===== config.mk =====
export PLATFORM = sky130hd
export DESIGN_NAME = pwm_cmd_parser
export DESIGN_NICKNAME = d
export VERILOG_FILES = /design/src/rtl/pwm_cmd_parser_pkg.sv /design/src/rtl/pwm_cmd_timer.sv /design/src/rtl/pwm_cmd_parser.sv
export SDC_FILE = /design/constraint.sdc
export NUM_CORES = 1
export LEC_CHECK = 0
export ABC_AREA = 1
export CAP_MARGIN = 20
export CORE_MARGIN = 1
export CORE_UTILIZATION = 55
export DETAILED_ROUTE_END_ITERATION = 8
export PLACE_DENSITY = 0.8
export SLEW_MARGIN = 20
export SYNTH_ARGS = -nofsm -noshare
export SYNTH_HDL_FRONTEND = slang
export SYNTH_SLANG_ARGS = --single-unit

===== constraint.sdc =====
create_clock -name clk -period 5.2 [get_ports clk]
set_input_delay 0.78 -clock clk [delete_from_list [all_inputs] [get_ports clk]]
set_output_delay 0.78 -clock clk [all_outputs]
set_load 0.01 [all_outputs]

===== src/rtl/pwm_cmd_parser_pkg.sv =====
// ---------------------------------------------------------------------------
// pwm_cmd_parser_pkg
// Shared definitions for the PWM command parser: ASCII constants used by the
// command grammar and the acknowledge path, FSM state encoding, field widths
// and the default duty ceiling. Small helpers classify received bytes.
// ---------------------------------------------------------------------------
package pwm_cmd_parser_pkg;

    localparam logic [7:0] ASCII_CR   = 8'h0D;
    localparam logic [7:0] ASCII_LF   = 8'h0A;
    localparam logic [7:0] ASCII_D_UC = 8'h44;
    localparam logic [7:0] ASCII_D_LC = 8'h64;
    localparam logic [7:0] ASCII_P_UC = 8'h50;
    localparam logic [7:0] ASCII_P_LC = 8'h70;
    localparam logic [7:0] ASCII_0    = 8'h30;
    localparam logic [7:0] ASCII_9    = 8'h39;
    localparam logic [7:0] ASCII_K    = 8'h4B;
    localparam logic [7:0] ASCII_E    = 8'h45;

    localparam int DUTY_W       = 7;
    localparam int POW_W        = 2;
    localparam int ACC_W        = 10;
    localparam int DUTY_MAX_DEF = 100;

    typedef enum logic [1:0] {
        ST_IDLE  = 2'd0,
        ST_DUTY  = 2'd1,
        ST_POW   = 2'd2,
        ST_FLUSH = 2'd3
    } state_t;

    function automatic logic is_term(input logic [7:0] b);
        return (b == ASCII_CR) || (b == ASCII_LF);
    endfunction

    function automatic logic is_digit(input logic [7:0] b);
        return (b >= ASCII_0) && (b <= ASCII_9);
    endfunction

endpackage


===== src/rtl/pwm_cmd_timer.sv =====
// ---------------------------------------------------------------------------
// pwm_cmd_timer
// Inter-byte timeout counter. Counts while run=1, restarts on clr, and pulses
// expired for one cycle when the count reaches CYCLES-1. CYCLES=0 disables
// expiry entirely.
// Ports:
//   clk     in  system clock
//   rstn    in  asynchronous active-low reset
//   run     in  count enable (counter held at 0 when low)
//   clr     in  restart count (a byte arrived)
//   expired out one-cycle timeout pulse
// ---------------------------------------------------------------------------
module pwm_cmd_timer #(
    parameter int unsigned CYCLES = 500000
) (
    input  logic clk,
    input  logic rstn,
    input  logic run,
    input  logic clr,
    output logic expired
);

    localparam int unsigned LIMIT = (CYCLES == 0) ? 0 : CYCLES - 1;
    localparam int          W     = (LIMIT < 2) ? 1 : $clog2(LIMIT + 1);
    localparam logic [W-1:0] LIM_V = W'(LIMIT);
    localparam logic         EN    = (CYCLES != 0);

    logic [W-1:0] r_cnt;
    logic         w_at_limit;

    assign w_at_limit = (r_cnt == LIM_V);
    // clr suppresses expiry so an arriving byte always wins over the timeout.
    assign expired    = EN && run && !clr && w_at_limit;

    always_ff @(posedge clk or negedge rstn) begin
        if (!rstn) begin
            r_cnt <= '0;
        end else if (!run || clr || w_at_limit) begin
            r_cnt <= '0;
        end else begin
            r_cnt <= r_cnt + 1'b1;
        end
    end

endmodule


===== src/rtl/pwm_cmd_parser.sv =====
// ---------------------------------------------------------------------------
// pwm_cmd_parser
// Parses line-terminated ASCII commands from the UART receiver and holds the
// PWM settings. "D<1..3 digits>" sets duty_percent, "P<x><y>" sets pow2/pow5.
// Terminator is CR or LF; letters are case-insensitive.
// Optional macro PWM_CMD_ACK_EN adds a 'K'/'E' acknowledge byte output.
// Ports:
//   clk, rstn            clock, asynchronous active-low reset
//   rx_data, rx_valid    received byte + one-cycle strobe (no backpressure)
//   tx_data, tx_valid,
//   tx_ready             (PWM_CMD_ACK_EN only) acknowledge byte handshake:
//                        tx_valid holds until a cycle with tx_valid&&tx_ready
//   duty_percent         registered duty 0..DUTY_MAX
//   pow2, pow5           registered divider exponents
//   upd, cmd_ok, cmd_err one-cycle strobes
// ---------------------------------------------------------------------------
module pwm_cmd_parser
    import pwm_cmd_parser_pkg::*;
#(
    parameter int unsigned CLK_FREQ   = 50_000_000,
    parameter int unsigned TIMEOUT_MS = 10,
    parameter int unsigned DUTY_MAX   = DUTY_MAX_DEF,
    parameter int unsigned DUTY_RST   = 0
) (
    input  logic                clk,
    input  logic                rstn,
    input  logic [7:0]          rx_data,
    input  logic                rx_valid,
`ifdef PWM_CMD_ACK_EN
    output logic [7:0]          tx_data,
    output logic                tx_valid,
    input  logic                tx_ready,
`endif
    output logic [DUTY_W-1:0]   duty_percent,
    output logic [POW_W-1:0]    pow2,
    output logic [POW_W-1:0]    pow5,
    output logic                upd,
    output logic                cmd_ok,
    output logic                cmd_err
);

    localparam int unsigned TIMEOUT_CYCLES = CLK_FREQ / 1000 * TIMEOUT_MS;
    localparam logic [ACC_W-1:0] DUTY_MAX_V = ACC_W'(DUTY_MAX);

    state_t             r_state, w_state_nxt;
    logic [ACC_W-1:0]   r_acc, w_acc_nxt;
    logic [1:0]         r_cnt, w_cnt_nxt;
    logic [POW_W-1:0]   r_x, w_x_nxt, r_y, w_y_nxt;
    logic [DUTY_W-1:0]  r_duty;
    logic [POW_W-1:0]   r_pow2, r_pow5;
    logic               r_upd, r_ok, r_err;
    logic               w_ok, w_err, w_set_duty, w_set_pow;
    logic               w_expired, w_digit, w_term;
    logic [3:0]         w_dval;

    // For '0'..'9' (0x30..0x39) the low nibble is the digit value.
    assign w_dval  = rx_data[3:0];
    assign w_digit = is_digit(rx_data);
    assign w_term  = is_term(rx_data);

    pwm_cmd_timer #(.CYCLES(TIMEOUT_CYCLES)) u_timer (
        .clk     (clk),
        .rstn    (rstn),
        .run     (r_state != ST_IDLE),
        .clr     (rx_valid),
        .expired (w_expired)
    );

    always_comb begin
        w_state_nxt = r_state;
        w_acc_nxt   = r_acc;
        w_cnt_nxt   = r_cnt;
        w_x_nxt     = r_x;
        w_y_nxt     = r_y;
        w_ok        = 1'b0;
        w_err       = 1'b0;
        w_set_duty  = 1'b0;
        w_set_pow   = 1'b0;
        if (rx_valid) begin
            case (r_state)
                ST_IDLE: begin
                    if (rx_data == ASCII_D_UC || rx_data == ASCII_D_LC) begin
                        w_state_nxt = ST_DUTY;
                        w_acc_nxt   = '0;
                        w_cnt_nxt   = '0;
                    end else if (rx_data == ASCII_P_UC || rx_data == ASCII_P_LC) begin
                        w_state_nxt = ST_POW;
                        w_cnt_nxt   = '0;
                    end else if (!w_term) begin
                        w_state_nxt = ST_FLUSH;
                    end
                end
                ST_DUTY: begin
                    if (w_digit) begin
                        if (r_cnt == 2'd3) begin
                            w_state_nxt = ST_FLUSH;
                        end else begin
                            // acc*10 + d as shift-and-add
                            w_acc_nxt = {r_acc[ACC_W-4:0], 3'b000}
                                      + {r_acc[ACC_W-2:0], 1'b0}
                                      + {{(ACC_W-4){1'b0}}, w_dval};
                            w_cnt_nxt = r_cnt + 2'd1;
                        end
                    end else if (w_term) begin
                        w_state_nxt = ST_IDLE;
                        if (r_cnt == 2'd0 || r_acc > DUTY_MAX_V) begin
                            w_err = 1'b1;
                        end else begin
                            w_ok       = 1'b1;
                            w_set_duty = 1'b1;
                        end
                    end else begin
                        w_state_nxt = ST_FLUSH;
                    end
                end
                ST_POW: begin
                    if (w_digit) begin
                        if (r_cnt == 2'd2 || w_dval > 4'd3) begin
                            w_state_nxt = ST_FLUSH;
                        end else begin
                            if (r_cnt == 2'd0) w_x_nxt = w_dval[1:0];
                            else               w_y_nxt = w_dval[1:0];
                            w_cnt_nxt = r_cnt + 2'd1;
                        end
                    end else if (w_term) begin
                        w_state_nxt = ST_IDLE;
                        if (r_cnt != 2'd2) begin
                            w_err = 1'b1;
                        end else begin
                            w_ok      = 1'b1;
                            w_set_pow = 1'b1;
                        end
                    end else begin
                        w_state_nxt = ST_FLUSH;
                    end
                end
                default: begin
                    if (w_term) begin
                        w_state_nxt = ST_IDLE;
                        w_err       = 1'b1;
                    end
                end
            endcase
        end else if (w_expired) begin
            w_state_nxt = ST_IDLE;
            w_err       = 1'b1;
        end
    end

    always_ff @(posedge clk or negedge rstn) begin
        if (!rstn) begin
            r_state <= ST_IDLE;
            r_acc   <= '0;
            r_cnt   <= '0;
            r_x     <= '0;
            r_y     <= '0;
            r_duty  <= DUTY_W'(DUTY_RST);
            r_pow2  <= '0;
            r_pow5  <= '0;
            r_upd   <= 1'b0;
            r_ok    <= 1'b0;
            r_err   <= 1'b0;
        end else begin
            r_state <= w_state_nxt;
            r_acc   <= w_acc_nxt;
            r_cnt   <= w_cnt_nxt;
            r_x     <= w_x_nxt;
            r_y     <= w_y_nxt;
            r_upd   <= w_set_duty | w_set_pow;
            r_ok    <= w_ok;
            r_err   <= w_err;
            if (w_set_duty) r_duty <= r_acc[DUTY_W-1:0];
            if (w_set_pow) begin
                r_pow2 <= r_x;
                r_pow5 <= r_y;
            end
        end
    end

    assign duty_percent = r_duty;
    assign pow2         = r_pow2;
    assign pow5         = r_pow5;
    assign upd          = r_upd;
    assign cmd_ok       = r_ok;
    assign cmd_err      = r_err;

`ifdef PWM_CMD_ACK_EN
    logic [7:0] r_tx_data;
    logic       r_tx_valid;

    // A completion always wins over a same-cycle handshake: latest result stays pending.
    always_ff @(posedge clk or negedge rstn) begin
        if (!rstn) begin
            r_tx_data  <= '0;
            r_tx_valid <= 1'b0;
        end else if (w_ok || w_err) begin
            r_tx_data  <= w_ok ? ASCII_K : ASCII_E;
            r_tx_valid <= 1'b1;
        end else if (r_tx_valid && tx_ready) begin
            r_tx_valid <= 1'b0;
        end
    end

    assign tx_data  = r_tx_data;
    assign tx_valid = r_tx_valid;
`endif

endmodule


==> results of run 1 <==
## layer usage
| metal | vias to the layer above | part of all wire, % | track usage [%] |
|---|---|---|---|
| li1 | 1385 | - | - |
| met1 | 1275 | 46 | 30.0 |
| met2 | 72 | 49 | 42.3 |
| met3 | 11 | 3.9 | 3.72 |
| met4 | 0 | 1.7 | 7.78 |
| met5 | - | 0 | 0 |
## logic make-up after synthesis
family,share of synthesized area [%]
xor gates and xnor gates,3.29
adders and majority gates,9.87
and+or+nand+nor,30.7
DFF,40.0
buffers and inverters,8.42
AOI/OAI and AO/OA,7.76
## worst min-delay path by stage
| stage | to | depth (start not counted) |
|---|---|---|
| 2_1_floorplan | r_acc[9] | 2 |
| 3_3_place_gp | r_acc[9] | 2 |
| 3_5_place_dp | r_acc[9] | 2 |
| 4_1_cts | u_timer.r_cnt[12] | 1 |
| 5_1_grt | u_timer.r_cnt[12] | 1 |
| 6_report | u_timer.r_cnt[12] | 1 |
## area by class of cell
cell class                      instances  area [sq um]  share of cell area (%)
Multi-Input combinational cell        303          1650                    45.4
Sequential cell                        51          1280                    35.1
Timing Repair Buffer                   25           255                    7.03
Inverter                               65           245                    6.75
Tap cell                               72          90.1                    2.48
Clock buffer                            5          68.8                    1.90
Clock inverter                          3          46.3                    1.27
## power by group through the flow
stage / sequential (mW) / clock [mW] / combinational [mW]
after detailed placement: 0.455 / 0 / 0.271
after global placement: 0.453 / 0 / 0.262
after global routing: 0.451 / 0.308 / 0.308
after CTS: 0.447 / 0.290 / 0.272
after floorplan: 0.450 / 0 / 0.195
final: 0.447 / 0.282 / 0.271
## layout by cell type, fill, tap and decap left out, types with 12 or more instances in the layout
| master | netlist | layout |
|---|---|---|
| nand2_1 | 113 | 113 |
| inv_1 | 61 | 61 |
| nor2_1 | 51 | 51 |
| dfrtp_1 | 51 | 51 |
| nand3_1 | 27 | 27 |
| clkdlybuf4s50_1 | 0 | 23 |
| ha_1 | 22 | 22 |
| o21ai_0 | 17 | 17 |
| a21oi_1 | 12 | 12 |
## per-stage QoR
| step | power, mW | worst slack [ns] | hold WS (ns) | area, sq um | util [%] |
|---|---|---|---|---|---|
| CTS | 1.01 | 2.35 | 0.482 | 3630 | 65.5 |
| floorplan | 0.645 | 2.75 | 0.443 | 3190 | - |
| finish | 1.00 | 2.34 | 0.459 | 3630 | 65.5 |
| global route | 1.07 | 2.23 | 0.489 | 3630 | 65.5 |
| detailed placement | 0.726 | 2.01 | 0.459 | 3520 | 63.5 |
| global placement | 0.714 | 2.11 | 0.458 | 3500 | 63.1 |
## synth_stat cells, types with 3 or more instances
cell type	number	area, sq um
ha_1	22	275
dfrtp_1	51	1280
nor3_1	11	55.1
nand2_1	113	424
xor2_1	11	96.3
inv_2	3	11.3
o21ai_0	17	85.1
o21ai_2	4	35.0
a21oi_1	12	60.1
nand2_2	5	31.3
inv_1	61	229
nand3_1	27	135
nor2_1	51	191
nand4_1	5	31.3
## state kept, by name (all words and copies together) (netlist names)
signal         count
cmd_err            1
cmd_ok             1
duty_percent       7
pow2               2
pow5               2
r_acc             10
r_cnt              2
r_state            2
r_x                2
r_y                2
u_timer.r_cnt     19
upd                1
## worst max-delay path, cell delays in order
cell and delay (ns):
clkdlybuf4s50_1 0.54, inv_2 0.08, fa_1 0.53, inv_1 0.07, ha_1 0.30, nand3_1 0.08
nand3_1 0.11, nand2_1 0.11, o21bai_1 0.08, or2_2 0.28, nand3_1 0.07, nand2_1 0.05
==> results.toml, run 1 <==
[run_status]
outcome = "finished, final reports clean"

[clocking]
cts-buffers-inserted = 5
cts-hold-fix-buffers = 0
clockBufferDepth = 2
h-tree-depth = 2
cts_sinks = 51
clk_latency_ns = 0.31
cts_resized = 0
clk_pin_slew_ns = 0.10
cts_setup_buffers = 0
cts_root_buf = "clkbuf_8"
tritoncts = "yes"

[route]
finalWirelength_mm = 6.61
routed_via_density = 5.23
postRouteAntennaNets = 0
dr.first_iter.drc_count = 248
vias = 2743
wl_per_cell_um = 12.6
drc = 0
dr.pass1.iters = 5

[global_routing]
grt_pass1_wl_mm = 11.5
grt_pass1_vias = 2675
grt_overflow = 0
track_usage_pct = 24.0
grt_max_degree = 27
grt_antenna_before_repair = 0

[sta]
setup_viol = 0
min_period_ns = 2.86
rsz0062_at_grt = "no"
finClkSkew_ns = 0.0131
slew_headroom_pct = 52.9
max_slew.worst_pin.slew_ns = 0.704
final.setup.tns_ns = 0
fin_crit_sh_pct = 54.9
clock.fmax_mhz = 350
hold_viol = 0
finalMaxSlewViolations = 0

[placement]
gp_congestion = 0.912
place_inst = 516
portBuffers = 24
hpwl_mm = 5.15

[synthesis]
syn_area_sq_um = 3190
synth_fp_nets = 457
ys_ff_latch = 51
synthFlopType = "dfrtp_1"
syn_area_per_cell_sq_um = 7.57
synth.distinct_cells = 35
synthArstFlopShare_pct = 100
ys_seq_area_share_pct = 40.0
yosysWarnings = 0
synthCells = 422
synth_edf_count = 0

[power]
p_switching_mw = 0.338
p_seq_share_pct = 44.7
clkPwrFrac_pct = 28.2
p_per_area_nw_per_um2 = 276
swShare_pct = 33.8
pwr-share-comb_pct = 27.1
p_int_mw = 0.663
p_leak_nw = 1.85
irDropWorstVdd_mv = 0.149

[die]
die_w_um = 78.2
start_util_pct = 57.7
core-area_sq_um = 5540
rows = 27
fp.dieH_um = 78.2
die_area_sq_um = 6120
ios = 25

[setup_path]
r2r-end = "r_acc[7]"
start_kind = "input port"
endpoint_kind = "flip-flop"
r2r_cells = 11
cp.required_ns = 5.40
cp_max_fo = 4
cp.arrival_ns = 3.06
path_class = "in2reg"
reg2reg_slack_ns = 2.94
crit_end = "r_acc[7]"
critPathLaunch = "rx_data[3]"
r2r_start = "r_acc[0]"

[min_path]
hold_path.class = "in2async"

[run]
cap_viol_max_count = 0

[finish]
drive_above_1_share_pct = 6.64
finalNonFillerCells = 524
antennaDiodeCount = 0
nets = 486
syn_to_final_growth_pct = 13.7
fillers = 496
Note: power is estimated with default switching activity, not from simulation.
==> run 2: changes to the inputs <==
--- a/config.mk
+++ b/config.mk
@@ -8,7 +8,7 @@
 export ABC_AREA = 1
 export CAP_MARGIN = 20
 export CORE_MARGIN = 1
-export CORE_UTILIZATION = 55
+export CORE_UTILIZATION = 53
 export DETAILED_ROUTE_END_ITERATION = 8
 export PLACE_DENSITY = 0.8
 export SLEW_MARGIN = 20
==> constraint.sdc (replaced) <==
create_clock -name clk -period 2.3 [get_ports clk]
set_input_delay 0.345 -clock clk [delete_from_list [all_inputs] [get_ports clk]]
set_output_delay 0.345 -clock clk [all_outputs]
set_load 0.01 [all_outputs]
==> run 2 against run 1 <==
Final area up 2.6%. Cell count is 2.5% higher. Critical path type is now reg2reg. Register-to-register slack worse by 2.8 ns. Largest power group unchanged. Clock power rose by 100%. Routed wire length down 2.0%. Core utilization is 0.46 points higher. Highest routed layer unchanged. Combinational power grew 140%. First-iteration DRC count fell by 30%.
==> results.toml, run 2 (same netlist as run 1, synthesis figures left out) <==
[global_routing]
grt_antenna_before_repair = 0
grt_pass1_vias = 2718
track_usage_pct = 23.3
grt_pass1_wl_mm = 11.7
grt_overflow = 0
grt_max_degree = 27

[finish]
syn_to_final_growth_pct = 16.6
drive_above_1_share_pct = 9.25
top_register = "u_timer.r_cnt"
antennaDiodeCount = 0
nets = 499
most-common-layout-cells = "113 x nand2_1, 61 x inv_1, 51 x nor2_1, 51 x dfrtp_1, 26 x nand3_1"
post-route-util_pct = 66.0
largest_reg_flops = 19
layout_commonest_cell = "nand2_1"
stdcell_area_sq_um = 3720

[power]
p_seq_share_pct = 45.4
p_int_mw = 1.46
p_per_area_nw_per_um2 = 596
clkPwrFrac_pct = 25.5
p_switching_mw = 0.758
irDropWorstVdd_mv = 0.367
pwr-share-comb_pct = 29.2
power_mw = 2.22
swShare_pct = 34.2
p_leak_nw = 1.92

[sta]
final.setup.tns_ns = 0
setup_viol = 0
rsz0062_at_grt = "no"
slew_headroom_pct = 68.1
finClkSkew_ns = 0.00725
clock.fmax_mhz = 464
setup_ws_ns = 0.147
min_period_ns = 2.15
finalMaxSlewViolations = 0
hold_viol = 0
max_slew.worst_pin.slew_ns = 0.477
fin_crit_sh_pct = 93.6

[setup_path]
endpoint_kind = "flip-flop"
slowest_delay_ns = 0.49
path_class = "reg2reg"
path_cells = "inv_1, fa_1, inv_1, ha_1, nand3_1, nand3_2, nand2_1, o21bai_1, or2_2, nand3_1, nand2_1"
cp.required_ns = 2.50
critPathBufInv = 2
cp_max_fo = 3
start_kind = "flip-flop"
critPathTopFamily = "adder cells"
cp.depth = 11
slowest_stage = "fa_1"
r2r_cells = 11
cp.arrival_ns = 2.35

[route]
finalWirelength_mm = 6.48
vias = 2726
drc = 0
postRouteAntennaNets = 0
wl_per_cell_um = 12.1
dr.first_iter.drc_count = 173
routed_via_density = 5.08
dr.pass1.iters = 5

[min_path]
hold_path.class = "in2async"

[die]
ios = 25
rows = 27
die_area_sq_um = 6340
fp.dieH_um = 79.6
core-area_sq_um = 5640
die_w_um = 79.6
start_util_pct = 56.6

[clocking]
cts-buffers-inserted = 5
clk_pin_slew_ns = 0.09
cts_sinks = 51
cts_root_buf = "clkbuf_8"
h-tree-depth = 2
clockBufferDepth = 2
clk_latency_ns = 0.30
tritoncts = "yes"

[placement]
pre_cts_ws_ns = -0.350
gp_congestion = 0.907
postPlaceCellArea_sq_um = 3590
hpwl_mm = 4.99
portBuffers = 24

[run_status]
outcome = "finished, final reports clean"

[run]
cap_viol_max_count = 0
-- run 2: cell types whose count changed in the layout (fill, tap and decap cells not counted), sizes merged --
cell,change
buf,+12
dlygate4sd3,+1
inv,-1
clkbuf,+2
bufinv,-1
clkdlybuf4s50,-1
dlygate4sd2,+1
-- run 2: layer usage --
| metal | GRT usage (%) | up-vias | part of all wire (%) |
|---|---|---|---|
| li1 | - | 1409 | - |
| met1 | 29.6 | 1273 | 46 |
| met2 | 41.6 | 38 | 50 |
| met3 | 3.31 | 6 | 3.1 |
| met4 | 5.09 | 0 | 0.82 |
| met5 | 0 | - | 0 |
-- run 2: through the flow --
| stage | hold WS, ns | std cells |
|---|---|---|
| CTS | 0.376 | 537 |
| detailed placement | 0.160 | 526 |
| floorplan | 0.0494 | 422 |
| finish | 0.375 | 537 |
| global route | 0.384 | 537 |
| global placement | 0.162 | 526 |
-- run 2: repair_timing --
action	CTS	global route
hold buffers	1	0
endpoints found under the setup margin	1	0
setup buffers	2	0
gates resized for setup	2	0
hold endpoints to repair	3	0
-- run 2: cell type report --
type                       count  area (sq um)
tap                           72          90.1
timing repair buffer          38           354
clock inverter                 1          7.51
clock buffer                   7          96.3
fill                         492          1920
sequential                    51          1280
inverter                      65           245
multi-input combinational    303          1650
-- run 2: worst paths after layout --
| path | slack (ns) | from | end |
|---|---|---|---|
| setup / recovery | 0.15 | r_acc[0] | r_acc[7] |
| hold / removal | 0.37 | rstn | u_timer.r_cnt[2] |
| setup reg to reg | 0.15 | r_acc[0] | r_acc[7] |
| hold reg to reg | 0.49 | r_y[1] | r_y[1] |
| max in group asynchronous | 1.40 | rstn | r_cnt[0] |
| min in group clk | 0.49 | r_y[1] | r_y[1] |
-- run 2: power by group through the flow --
stage               combinational, mW  clock, mW  sequential, mW
floorplan                       0.440          0            1.02
global placement                0.615          0            1.02
detailed placement              0.634          0            1.02
CTS                             0.647      0.580            1.01
global route                    0.739      0.604            1.02
finish                          0.647      0.565            1.01
==> run 3: changes to the inputs <==
--- a/config.mk
+++ b/config.mk
@@ -6,11 +6,11 @@
 export NUM_CORES = 1
 export LEC_CHECK = 0
 export ABC_AREA = 1
-export CAP_MARGIN = 20
+export CAP_MARGIN = 10
 export CORE_MARGIN = 1
 export CORE_UTILIZATION = 53
 export DETAILED_ROUTE_END_ITERATION = 8
-export PLACE_DENSITY = 0.8
+export PLACE_DENSITY = 0.77
 export SLEW_MARGIN = 20
 export SYNTH_ARGS = -nofsm -noshare
 export SYNTH_HDL_FRONTEND = slang
==> run 3 against run 2 <==
Critical path depth did not move. Via count about the same. Sequential share of layout area is 0.18 points lower. Fmax up 0.69%. Highest routed layer unchanged. Combinational power up 1%. Hold slack got worse by 0.37 ns. Routed wire length is 3.2% higher. Die area unchanged. Clock skew decreased by 0.0013 ns. Power up 4.7%.
==> results.toml, run 3 (same netlist as run 1, synthesis figures left out) <==
[setup_path]
r2r_start = "r_acc[2]"
start_kind = "flip-flop"
r2r_cells = 11
path_class = "reg2reg"
reg2reg_slack_ns = 0.16
cp.required_ns = 2.51
cp_max_fo = 3
cp.arrival_ns = 2.35
endpoint_kind = "flip-flop"
r2r-end = "r_acc[7]"

[sta]
setup_viol = 0
final.setup.tns_ns = 0
min_period_ns = 2.14
hold_viol = 0
setup_ws_ns = 0.162
clock.fmax_mhz = 468
finalMaxSlewViolations = 0
rsz0062_at_grt = "no"
finClkSkew_ns = 0.00595
fin_crit_sh_pct = 93.0
slew_headroom_pct = 65.6
max_slew.worst_pin.slew_ns = 0.517

[die]
start_util_pct = 56.6
fp.dieH_um = 79.6
die_area_sq_um = 6340
core-area_sq_um = 5640
rows = 27
ios = 25
die_w_um = 79.6

[clocking]
cts-buffers-inserted = 5
clk_latency_ns = 0.31
cts-hold-fix-buffers = 0
h-tree-depth = 2
clockBufferDepth = 2
cts_root_buf = "clkbuf_8"
clk_pin_slew_ns = 0.10
tritoncts = "yes"
cts_sinks = 51

[finish]
layout_commonest_cell = "nand2_1"
top_register = "u_timer.r_cnt"
multi_input_area_sq_um = 1660
post-route-util_pct = 66.4
largest_reg_flops = 19
most-common-layout-cells = "112 x nand2_1, 60 x inv_1, 51 x nor2_1, 51 x dfrtp_1, 26 x nand3_1"
antennaDiodeCount = 0
fillers = 486
stdcell_area_sq_um = 3740
drive_above_1_share_pct = 10.3
syn_to_final_growth_pct = 17.2
ff_latch_area_sq_um = 1280
nets = 501

[route]
dr.pass1.iters = 4
routed_via_density = 5.06
vias = 2728
wl_per_cell_um = 12.4
postRouteAntennaNets = 0
dr.first_iter.drc_count = 195
finalWirelength_mm = 6.68
wl_met1_mm = 3.20
routed.top_layer = "met4"
wl_met3_um = 229
dr_wl_met2_mm = 3.16
drc = 0

[placement]
postPlaceCellArea_sq_um = 3590
pre_cts_ws_ns = -0.334
gp_congestion = 0.929
portBuffers = 24
hpwl_mm = 5.15

[power]
power_mw = 2.32
irDropWorstVdd_mv = 0.377
p_per_area_nw_per_um2 = 620
p_leak_nw = 1.94

[min_path]
hold_path.class = "in2async"

[global_routing]
grt_antenna_before_repair = 0
grt_pass1_vias = 2640
grt_max_degree = 24
grt_pass1_wl_mm = 11.7
grt_overflow = 0
track_usage_pct = 23.5

[run]
cap_viol_max_count = 0

[run_status]
outcome = "finished, final reports clean"
-- run 3: worst max path at each step --
stage	startpoint	endpoint	slack, ns	depth (start not counted)
2_1_floorplan	r_acc[0]	r_acc[7]	0.24	11
3_3_place_gp	rx_data[3]	r_acc[7]	-0.30	12
3_5_place_dp	rx_data[3]	r_acc[7]	-0.33	12
4_1_cts	rx_data[3]	r_acc[7]	0.02	12
5_1_grt	r_acc[2]	r_acc[7]	0.03	11
6_report	r_acc[2]	r_acc[7]	0.16	11
-- run 3: stage by stage --
stage / hold WS (ns) / std cells
after floorplan: 0.0494 / 422
after global placement: 0.354 / 528
after detailed placement: 0.357 / 528
after CTS: 0.0209 / 539
after global routing: 0.0397 / 539
final: 0.00267 / 539
-- run 3: metal layers --
metal	vias up	track usage (%)
met5	-	0
met4	0	8.73
met3	9	3.09
met2	64	39.1
met1	1235	31.0
li1	1420	-
-- run 3: layout make-up --
type	instances	area share [%]
Timing Repair Buffer	40	9.56
Inverter	65	6.55
Tap cell	72	2.41
Multi-Input combinational cell	303	44.3
Sequential cell	51	34.1
Clock inverter	2	0.936
Clock buffer	6	2.21
-- run 3: what timing repair did --
action / in CTS / in global routing
buffers inserted: 3 / 0
pin swaps: 0 / 1
hold endpoints to repair: 0 / 0
endpoints found under the setup margin: 1 / 4
gates resized for setup: 1 / 3
-- run 3: power breakdown --
group          switching [mW]  internal (mW)
clock network           0.307          0.353
logic                   0.414          0.241
registers              0.0551          0.953
total                   0.777           1.55
-- run 3: worst max-delay path, stage by stage, from the launching register on --
cell and delay, ns:
dfrtp_1 0.38, inv_1 0.07, fa_1 0.54, inv_2 0.05, ha_1 0.29, nand3_1 0.08, nand3_2 0.09, nand2_2 0.08
o21bai_1 0.07, or2_2 0.27, nand3_1 0.07, nand2_1 0.06
